==> src/rtl/detect_stream_ctrl_if.sv <==
// Word stream handshake between a word source and the detector sequencer.
// Latency: none, wires only.
// Backpressure: a transfer happens on any cycle with word_valid and word_ready both high.
// Ports: word_valid/word_data driven by the source (master), word_ready by the sequencer (slave).
interface detect_stream_ctrl_if #(
    parameter int WORD_W = 8
);
    logic              word_valid;
    logic [WORD_W-1:0] word_data;
    logic              word_ready;

    modport master (output word_valid, output word_data, input word_ready);
    modport slave  (input word_valid, input word_data, output word_ready);
endinterface

==> src/rtl/detect_stream_ctrl.sv <==
// Serialises a frame of words MSB-first into a bit-pattern detector and counts its match pulses.
// Latency: one bit per cycle; the first bit reaches det_din_bit two cycles after the first word is accepted.
// Backpressure: word_ready only when a new word is needed; a stalled source resets the detector and sets underrun.
// Ports: clk/reset; start+num_words begin a frame; word_if carries the word stream;
//        det_din_bit/det_reset/det_detect_out talk to the detector; match_count/busy/done/underrun report status.
module detect_stream_ctrl #(
    parameter int WORD_W  = 8,
    parameter int CNT_W   = 16,
    parameter int DET_LAT = 1
) (
    input  logic                  clk,
    input  logic                  reset,
    input  logic                  start,
    input  logic [CNT_W-1:0]      num_words,
    detect_stream_ctrl_if.slave   word_if,
    output logic                  det_din_bit,
    output logic                  det_reset,
    input  logic                  det_detect_out,
    output logic [CNT_W-1:0]      match_count,
    output logic                  busy,
    output logic                  done,
    output logic                  underrun
);
    localparam int BC_W = $clog2(WORD_W + 1);
    localparam int DR_W = $clog2(DET_LAT + 1) + 1;

    typedef enum logic [2:0] {
        S_IDLE,
        S_FLUSH,
        S_SHIFT,
        S_GAP,
        S_DRAIN,
        S_DONE
    } state_t;

    state_t             state_q, state_d;
    logic [WORD_W-1:0]  shreg_q, shreg_d;
    logic [BC_W-1:0]    bit_cnt_q, bit_cnt_d;      // bits of the held word still to present
    logic [CNT_W-1:0]   words_left_q, words_left_d; // words not yet accepted in this frame
    logic               din_q, din_d;
    logic               det_rst_q, det_rst_d;
    logic [DET_LAT:0]   tag_q, tag_d;              // 1 marks a cycle carrying a real data bit
    logic [CNT_W-1:0]   match_q, match_d;
    logic               underrun_q, underrun_d;
    logic [DR_W-1:0]    drain_q, drain_d;
    logic               ready_int;
    logic               xfer;

    always_comb begin
        ready_int = 1'b0;
        case (state_q)
            S_FLUSH, S_GAP: ready_int = (words_left_q != '0);
            // Ready on the last bit so the next word loads with no bubble.
            S_SHIFT:        ready_int = (bit_cnt_q == BC_W'(1)) && (words_left_q != '0);
            default:        ready_int = 1'b0;
        endcase
    end

    assign xfer = word_if.word_valid && ready_int;

    always_comb begin
        state_d      = state_q;
        shreg_d      = shreg_q;
        bit_cnt_d    = bit_cnt_q;
        words_left_d = words_left_q;
        din_d        = 1'b0;
        det_rst_d    = 1'b1;
        tag_d        = tag_q << 1;
        tag_d[0]     = 1'b0;
        match_d      = match_q;
        underrun_d   = underrun_q;
        drain_d      = drain_q;

        // A detector pulse only counts when the bit that caused it was real data.
        if (tag_q[DET_LAT] && det_detect_out && (match_q != '1)) begin
            match_d = match_q + 1'b1;
        end

        case (state_q)
            S_IDLE: begin
                if (start) begin
                    match_d      = '0;
                    underrun_d   = 1'b0;
                    words_left_d = num_words;
                    state_d      = (num_words == '0) ? S_DONE : S_FLUSH;
                end
            end
            S_FLUSH: begin
                if (xfer) begin
                    shreg_d      = word_if.word_data;
                    bit_cnt_d    = BC_W'(WORD_W);
                    words_left_d = words_left_q - 1'b1;
                    state_d      = S_SHIFT;
                end else begin
                    state_d = S_GAP;
                end
            end
            S_SHIFT: begin
                det_rst_d = 1'b0;
                din_d     = shreg_q[WORD_W-1];
                tag_d[0]  = 1'b1;
                shreg_d   = shreg_q << 1;
                bit_cnt_d = bit_cnt_q - 1'b1;
                if (bit_cnt_q == BC_W'(1)) begin
                    if (xfer) begin
                        shreg_d      = word_if.word_data;
                        bit_cnt_d    = BC_W'(WORD_W);
                        words_left_d = words_left_q - 1'b1;
                    end else if (words_left_q != '0) begin
                        state_d = S_GAP;
                    end else begin
                        drain_d = DR_W'(DET_LAT);
                        state_d = S_DRAIN;
                    end
                end
            end
            S_GAP: begin
                // Detector history is discarded while the source is stalled.
                underrun_d = 1'b1;
                if (xfer) begin
                    shreg_d      = word_if.word_data;
                    bit_cnt_d    = BC_W'(WORD_W);
                    words_left_d = words_left_q - 1'b1;
                    state_d      = S_SHIFT;
                end
            end
            S_DRAIN: begin
                // Hold the detector out of reset until the last bit's pulse has been seen.
                det_rst_d = 1'b0;
                if (drain_q == '0) begin
                    state_d = S_DONE;
                end else begin
                    drain_d = drain_q - 1'b1;
                end
            end
            S_DONE: begin
                state_d = S_IDLE;
            end
            default: begin
                state_d = S_IDLE;
            end
        endcase
    end

    always_ff @(posedge clk) begin
        if (reset) begin
            state_q      <= S_IDLE;
            shreg_q      <= '0;
            bit_cnt_q    <= '0;
            words_left_q <= '0;
            din_q        <= 1'b0;
            det_rst_q    <= 1'b1;
            tag_q        <= '0;
            match_q      <= '0;
            underrun_q   <= 1'b0;
            drain_q      <= '0;
        end else begin
            state_q      <= state_d;
            shreg_q      <= shreg_d;
            bit_cnt_q    <= bit_cnt_d;
            words_left_q <= words_left_d;
            din_q        <= din_d;
            det_rst_q    <= det_rst_d;
            tag_q        <= tag_d;
            match_q      <= match_d;
            underrun_q   <= underrun_d;
            drain_q      <= drain_d;
        end
    end

    assign word_if.word_ready = ready_int;
    assign det_din_bit        = din_q;
    assign det_reset          = reset | det_rst_q;
    assign match_count        = match_q;
    assign busy               = (state_q != S_IDLE);
    assign done               = (state_q == S_DONE);
    assign underrun           = underrun_q;
endmodule

==> src/flat_wrapper.sv <==
// flat-port wrapper written by rule: the top's interface ports become plain ports
module detect_stream_ctrl_flat 
#(
    parameter int WORD_W  = 8,
    parameter int CNT_W   = 16,
    parameter int DET_LAT = 1
)
  (clk, reset, start, num_words, det_din_bit, det_reset, det_detect_out, match_count, busy, done, underrun, word_if_word_valid, word_if_word_data, word_if_word_ready);
  detect_stream_ctrl_if #(.WORD_W(WORD_W)) word_if_i ();
  input  logic clk;
  input  logic reset;
  input  logic start;
  input  logic [CNT_W-1:0] num_words;
  output logic det_din_bit;
  output logic det_reset;
  input  logic det_detect_out;
  output logic [CNT_W-1:0] match_count;
  output logic busy;
  output logic done;
  output logic underrun;
  input wire logic [$bits(word_if_i.word_valid)-1:0] word_if_word_valid;
  input wire logic [$bits(word_if_i.word_data)-1:0] word_if_word_data;
  output wire logic [$bits(word_if_i.word_ready)-1:0] word_if_word_ready;
  assign word_if_i.word_valid = word_if_word_valid;
  assign word_if_i.word_data = word_if_word_data;
  assign word_if_word_ready = word_if_i.word_ready;
  detect_stream_ctrl #(.WORD_W(WORD_W), .CNT_W(CNT_W), .DET_LAT(DET_LAT)) u_core (.clk(clk), .reset(reset), .start(start), .num_words(num_words), .word_if(word_if_i), .det_din_bit(det_din_bit), .det_reset(det_reset), .det_detect_out(det_detect_out), .match_count(match_count), .busy(busy), .done(done), .underrun(underrun));
endmodule
==> config.mk <==
export PLATFORM = sky130hd
export DESIGN_NAME = detect_stream_ctrl_flat
export DESIGN_NICKNAME = d
export VERILOG_FILES = /design/src/rtl/detect_stream_ctrl_if.sv /design/src/rtl/detect_stream_ctrl.sv /design/src/flat_wrapper.sv
export SDC_FILE = /design/constraint.sdc
export NUM_CORES = 1
export LEC_CHECK = 0
export CORE_MARGIN = 5
export CORE_UTILIZATION = 40
export DETAILED_ROUTE_END_ITERATION = 10
export SYNTH_ARGS = -nofsm -noshare
export SYNTH_HDL_FRONTEND = slang
export SYNTH_SLANG_ARGS = --single-unit
==> constraint.sdc <==
create_clock -name clk -period 4.95 [get_ports clk]
set_clock_uncertainty 0.05 [all_clocks]
set_input_delay 0.7425 -clock clk [delete_from_list [all_inputs] [get_ports clk]]
set_output_delay 0.7425 -clock clk [all_outputs]
set_load 0.05 [all_outputs]
* Yosys cells after proc, flatten, opt, wreduce, memory -nomap -nowiden *
Cells that the tools add are included.

word-level totals
  bits of input ports = 29
  bits in registers = 54
  logic and storage cells = 86
  output and inout bits = 22

cells by class
  multiplexer cells = 34
  $add $sub $neg = 4
  bitwise logic cells = 2
  reductions and logical operators = 21
  equality and inequality tests = 15

operator list
  cell                     count
  $mux W16                 6
  $pmux W16 S3             1
  $mux W8                  3
  $mux W3                  7
  $add A16 B1 Y16 const B  1
  $logic_not A16 Y1        1
  $ne A16 B16 Y1 const B   1
  $pmux W8 S2              1
  $reduce_bool A16 Y1      1
  $sub A16 B1 Y16 const B  1
  $pmux W3 S5              1
  $mux W4                  3
  $reduce_and A5 Y1        2
  $mux W2                  4
  $ne A2 B1 Y1 const B     4
  $ne A2 B2 Y1 const B     4
  $pmux W4 S2              1
  $eq A3 B2 Y1 const B     2
  $eq A3 B3 Y1 const B     2
  $reduce_bool A2 Y1       3
  $reduce_bool A3 Y1       2
  $reduce_or A2 Y1         3
  $eq A4 B1 Y1 const B     1
  $logic_and A1 B1 Y1      4
  12 further kinds         17

* Depth between registers and ports, before layout *
  depth after elaboration = 7
  depth in mapped cells = 9
  mapped depth without buffers = 7

* Least setup slack after synthesis *
No wires, ideal clock.

  path type = reg2out
  from = register u_core.bit_cnt_q[0]
  to = output port word_if_word_ready
  arrival = 2.124 ns
  buffers on the path = 0
  required time = 4.158 ns
  slack = 2.033 ns
  stages on the path, launching flop included = 5
  cell sequence = dfxtp_1 -> ha_1 -> nor4bb_1 -> nor2_1 -> nor3_1

on the way
  longest elaborated chain between the ends = 3

ends and longest elaborated chain
  what                      line                       RTL
  start: declaration        detect_stream_ctrl.sv:38   logic [BC_W-1:0] bit_cnt_q, bit_cnt_d;
  start signal: assignment  detect_stream_ctrl.sv:160  bit_cnt_q <= bit_cnt_d;
  $eq A4 B1 Y1              detect_stream_ctrl.sv:54   S_SHIFT: ready_int = (bit_cnt_q == BC_W'(1)) && (words_left_q != '0);
  $logic_and A1 B1 Y1       detect_stream_ctrl.sv:54
  $pmux W1 S2               detect_stream_ctrl.sv:51   case (state_q)
  end: declaration          flat_wrapper.sv:23         output wire logic [$bits(word_if_i.word_ready)-1:0] word_if_word_ready;

Every way passes these cells.

* Final worst setup path *
  from = register u_core.words_left_q[0]
  to = output port word_if_word_ready

on the way
  longest elaborated chain between the ends = 3

ends and longest elaborated chain
  what                      line                                                RTL
  start: declaration        detect_stream_ctrl.sv:39                            logic [CNT_W-1:0] words_left_q, words_left_d;
  start signal: assignment  detect_stream_ctrl.sv:161                           words_left_q <= words_left_d;
  $reduce_bool A16 Y1 *     detect_stream_ctrl.sv:52, detect_stream_ctrl.sv:54
  $logic_and A1 B1 Y1       detect_stream_ctrl.sv:54
  $pmux W1 S2 *             detect_stream_ctrl.sv:51

Mark *: on every way between the ends. The rest lies on a longest branch, timed or not.

==> impl_metrics.sql <==
INSERT INTO impl_metrics (metric_group, metric, value, unit) VALUES
('clock_tree', 'clockRootBuffer', 'clkbuf_8', ''),
('timing', 'grt_setup_unrepaired', 'false', ''),
('clock_tree', 'cts.clk_slew.worst_paths', '0.10', 'ns'),
('timing', 'setup-tns-final', '0', 'ns'),
('worst_setup_path', 'critical_path_required', '4.16', 'ns'),
('yosys', 'synth_seq_cells', '54', ''),
('global_route', 'leftover_overflow_at_the_end_of_global_routing', '0', ''),
('place', 'portBuffers', '50', ''),
('yosys', 'async_reset_ff_frac', '0', ''),
('timing', 'timing_hold_violations_final', '0', ''),
('worst_setup_path', 'critPathMaxStageDelay', '0.72', 'ns'),
('timing', 'finalCriticalPeriod', '3.78', 'ns'),
('layout', 'area_overhead_of_the_layout_relative_to_synthesis', '22.6', '%'),
('clock_tree', 'tritoncts.num_buffers', '5', ''),
('global_route', 'pin_count_of_the_biggest_net_entering_global_routing', '39', ''),
('yosys', 'syn-num-nets', '392', ''),
('route', 'avgViaCountPerCell', '5.54', ''),
('floorplan', 'chipHeight', '95.8', 'µm'),
('yosys', 'number_of_unique_standard_cell_types_used_by_synthesis', '57', ''),
('global_route', 'grt_antenna_before_repair', '0', ''),
('route', 'antenna_violating_nets_post_route', '0', ''),
('place', 'detailed_place_hpwl', '5250', 'µm'),
('timing', 'fin_hold_ws', '0.409', 'ns'),
('layout', 'drive_above_1_share', '0.0603', ''),
('clock_tree', 'insertion_delay', '0.31', 'ns'),
('route', 'drc_errors', '0', ''),
('clock_tree', 'h-tree-depth', '2', ''),
('clock_tree', 'cts_max_path_buffers', '2', ''),
('hold_path', 'holdCritPathClass', 'reg2reg', ''),
('layout', 'final_net_count', '431', ''),
('place', 'detailed_place.area', '0.00350', 'mm²'),
('yosys', 'sequential_fraction_of_the_synthesis_area', '0.367', ''),
('worst_setup_path', 'worstSetupEndpointType', 'primary output', ''),
('global_route', 'overall_routing_resource_usage', '0.162', ''),
('route', 'vias', '2755', ''),
('worst_setup_path', 'crit_chain', 'inv_1 -> ha_1 -> or4b_1 -> nor4_4 -> nor3_1 -> clkdlybuf4s50_1', ''),
('worst_setup_path', 'timing_worst_setup_path_type', 'reg2out', ''),
('floorplan', 'top_level_ports', '51', ''),
('floorplan', 'die_area', '0.00917', 'mm²'),
('worst_setup_path', 'worst_ep_arrival', '2.99', 'ns'),
('worst_setup_path', 'top_cell_family_by_delay_on_the_critical_path', 'simple AND/OR/NAND/NOR gates', ''),
('worst_setup_path', 'crit_buf_inv', '2', ''),
('yosys', 'synthesized_area', '0.00294', 'mm²'),
('global_route', 'grt_pass1_vias', '2496', ''),
('run_status', 'outcome', 'finished, final reports clean', ''),
('yosys', 'ys.flop_type', 'dfxtp_1', ''),
('power', 'total_power', '1.77', 'mW'),
('place', 'final_weighted_congestion_in_routability_driven_placement', '0.804', ''),
('clock_tree', 'postCtsSetupBuffers', '0', ''),
('yosys', 'yosys_warnings', '0', ''),
('clock_tree', 'cts-hold-fix-buffers', '0', ''),
('route', 'postRouteWirelength', '7190', 'µm'),
('power', 'max_vdd_drop', '0.384', 'mV'),
('route', 'detailed_router_s_first_iteration_violation_count', '161', ''),
('power', 'power.density_cell_area', '491', 'mW/mm²'),
('timing', 'timing_max_transition_violations_final', '0', ''),
('layout', 'stdcell_area', '0.00361', 'mm²'),
('worst_setup_path', 'worstSetupStartpointType', 'flip-flop', ''),
('clock_tree', 'cts_resized', '0', ''),
('yosys', 'synth_cells', '358', ''),
('clock_tree', 'clock-sinks', '54', ''),
('clock_tree', 'tritoncts_clock_tree', 'done', ''),
('timing', 'final-setup-viol-count', '0', ''),
('layout', 'num_antenna_cells', '0', ''),
('route', 'drt_pass1_iterations', '4', ''),
('timing', 'max_freq', '0.264', 'GHz'),
('yosys', 'postSynthAreaPerCell', '8.22', 'µm²'),
('timing', 'final_min_period_over_clock_period', '0.764', ''),
('route', 'avgRoutedWirePerCell', '14.5', 'µm'),
('worst_setup_path', 'critPathSlowestCell', 'clkdlybuf4s50_1', ''),
('floorplan', 'fp-row-count', '31', ''),
('yosys', 'synth_enable_flop_cells', '0', ''),
('global_route', 'grt_pass1_wl', '12000', 'µm'),
('timing', 'slew_at_the_pin_with_the_worst_max_slew_slack', '0.809', 'ns'),
('timing', 'maxSlewHeadroom', '0.461', ''),
('power', 'leakagePower', '1.32', 'nW'),
('floorplan', 'initial_utilization', '0.408', ''),
('flow_run', 'maxCapViolations', '0', ''),
('floorplan', 'chipWidth', '95.8', 'µm'),
('worst_setup_path', 'biggest_fanout_along_the_worst_timing_path', '10', ''),
('floorplan', 'placeableCoreArea', '0.00721', 'mm²');
synthesized netlist by cell type, types with 2 or more instances:
| cell type | count | area (µm²) |
|---|---|---|
| o21ai_1 | 2 | 10.0 |
| a311oi_1 | 3 | 26.3 |
| o221a_2 | 6 | 67.6 |
| nand4_1 | 6 | 37.5 |
| and4_1 | 4 | 35.0 |
| ha_1 | 5 | 62.6 |
| or2_2 | 5 | 31.3 |
| nor4_1 | 7 | 43.8 |
| a21oi_1 | 15 | 75.1 |
| o21ai_0 | 26 | 130 |
| o2111ai_1 | 2 | 17.5 |
| clkbuf_1 | 16 | 60.1 |
| o22a_1 | 3 | 26.3 |
| and3_1 | 5 | 31.3 |
| or3_1 | 9 | 56.3 |
| xnor2_1 | 4 | 35.0 |
| a2bb2oi_1 | 2 | 17.5 |
| nand2_1 | 17 | 63.8 |
| a211oi_1 | 5 | 37.5 |
| o21a_1 | 5 | 37.5 |
| a21o_1 | 3 | 22.5 |
| nor2b_1 | 8 | 50.1 |
| nor2_1 | 40 | 150 |
| a31oi_1 | 3 | 18.8 |
| nor3_1 | 14 | 70.1 |
| o31ai_1 | 4 | 30.0 |
| xor2_1 | 11 | 96.3 |
| o211ai_1 | 3 | 22.5 |
| inv_1 | 16 | 60.1 |
| nand3_1 | 12 | 60.1 |
| o21bai_1 | 2 | 15.0 |
| nand2b_1 | 2 | 12.5 |
| dfxtp_1 | 54 | 1080 |
| or4_1 | 4 | 30.0 |
| o311ai_0 | 3 | 26.3 |
| mux2i_1 | 11 | 110 |
path summary, 6_finish.rpt:
| check | from | endpoint | slack, ns | cells past startpoint |
|---|---|---|---|---|
| setup / recovery | u_core.words_left_q[0] | word_if_word_ready | 1.17 | 6 |
| setup reg to reg | u_core.words_left_q[0] | u_core.words_left_q[11] | 2.07 | 7 |
| hold reg to reg | u_core.tag_q[0] | u_core.tag_q[1] | 0.41 | 1 |
| hold / removal | u_core.tag_q[0] | u_core.tag_q[1] | 0.41 | 1 |
state kept, by name (all words and copies together), names as in the netlist:
| name | flops |
|---|---|
| u_core.words_left_q | 16 |
| u_core.bit_cnt_q | 4 |
| u_core.state_q | 3 |
| u_core.match_count | 16 |
| u_core.det_din_bit | 1 |
| u_core.det_rst_q | 1 |
| u_core.shreg_q | 8 |
| u_core.underrun | 1 |
| u_core.tag_q | 2 |
| u_core.drain_q | 2 |
area by class of cell:
class	instances	area (µm²)
timing repair buffer	52	515
multi-input combinational	268	1720
fill	737	3610
clock inverter	2	37.5
sequential	54	1080
inverter	16	60.1
clock buffer	6	72.6
tap	99	124
cells in the final DEF (no fill, tap or decap), types with 3 or more instances in the layout:
master / instances
or2_2: 5
inv_1: 16
or3_1: 9
nand2_1: 17
o221a_2: 6
o21ai_0: 26
ha_1: 5
o31ai_1: 4
a21o_1: 3
nand3_1: 12
nor2b_1: 8
dfxtp_1: 54
a31oi_1: 3
nor2_1: 40
o21a_1: 5
a21oi_1: 15
xnor2_1: 4
clkdlybuf4s50_1: 50
a311oi_1: 3
and3_1: 5
o211ai_1: 3
o22a_1: 3
mux2i_1: 11
and4_1: 4
nor4_1: 7
nor3_1: 14
o311ai_0: 3
xor2_1: 11
nand4_1: 6
or4_1: 4
clkbuf_8: 5
a211oi_1: 5
metrics by stage:
stage | utilization | std cells | setup slack [ns]
after global placement | 0.485 | 489 | 1.56
after global routing | 0.500 | 497 | 0.981
after CTS | 0.500 | 497 | 1.17
final | 0.500 | 497 | 1.17
after detailed placement | 0.485 | 489 | 1.51
after floorplan | - | 358 | 2.03
routing by layer:
metal	GRT usage	part of all wire	up-vias
met2	0.254	0.44	71
met5	0	0	-
met4	0.0391	0.0097	0
li1	-	-	1401
met3	0.0383	0.059	6
met1	0.226	0.49	1277
cells by family (layout without fill, tap and decap cells):
logic type | after synthesis | in the layout | synth area share
buffers and inverters | 36 | 76 | 0.0502
XOR/XNOR | 15 | 15 | 0.0446
adder cells (fa/ha/maj) | 5 | 5 | 0.0213
multiplexers | 11 | 11 | 0.0374
flip-flops | 54 | 54 | 0.367
AO/OA/AOI/OAI | 94 | 94 | 0.219
AND/OR/NAND/NOR | 143 | 143 | 0.261
report_power, final:
group / switching, mW / internal [mW] / total, mW
Sequential: 0.116 / 0.539 / 0.655
Combinational: 0.474 / 0.346 / 0.820
Clock: 0.145 / 0.151 / 0.296
Total: 0.735 / 1.04 / 1.77
Power figures use the tool's default switching activity.
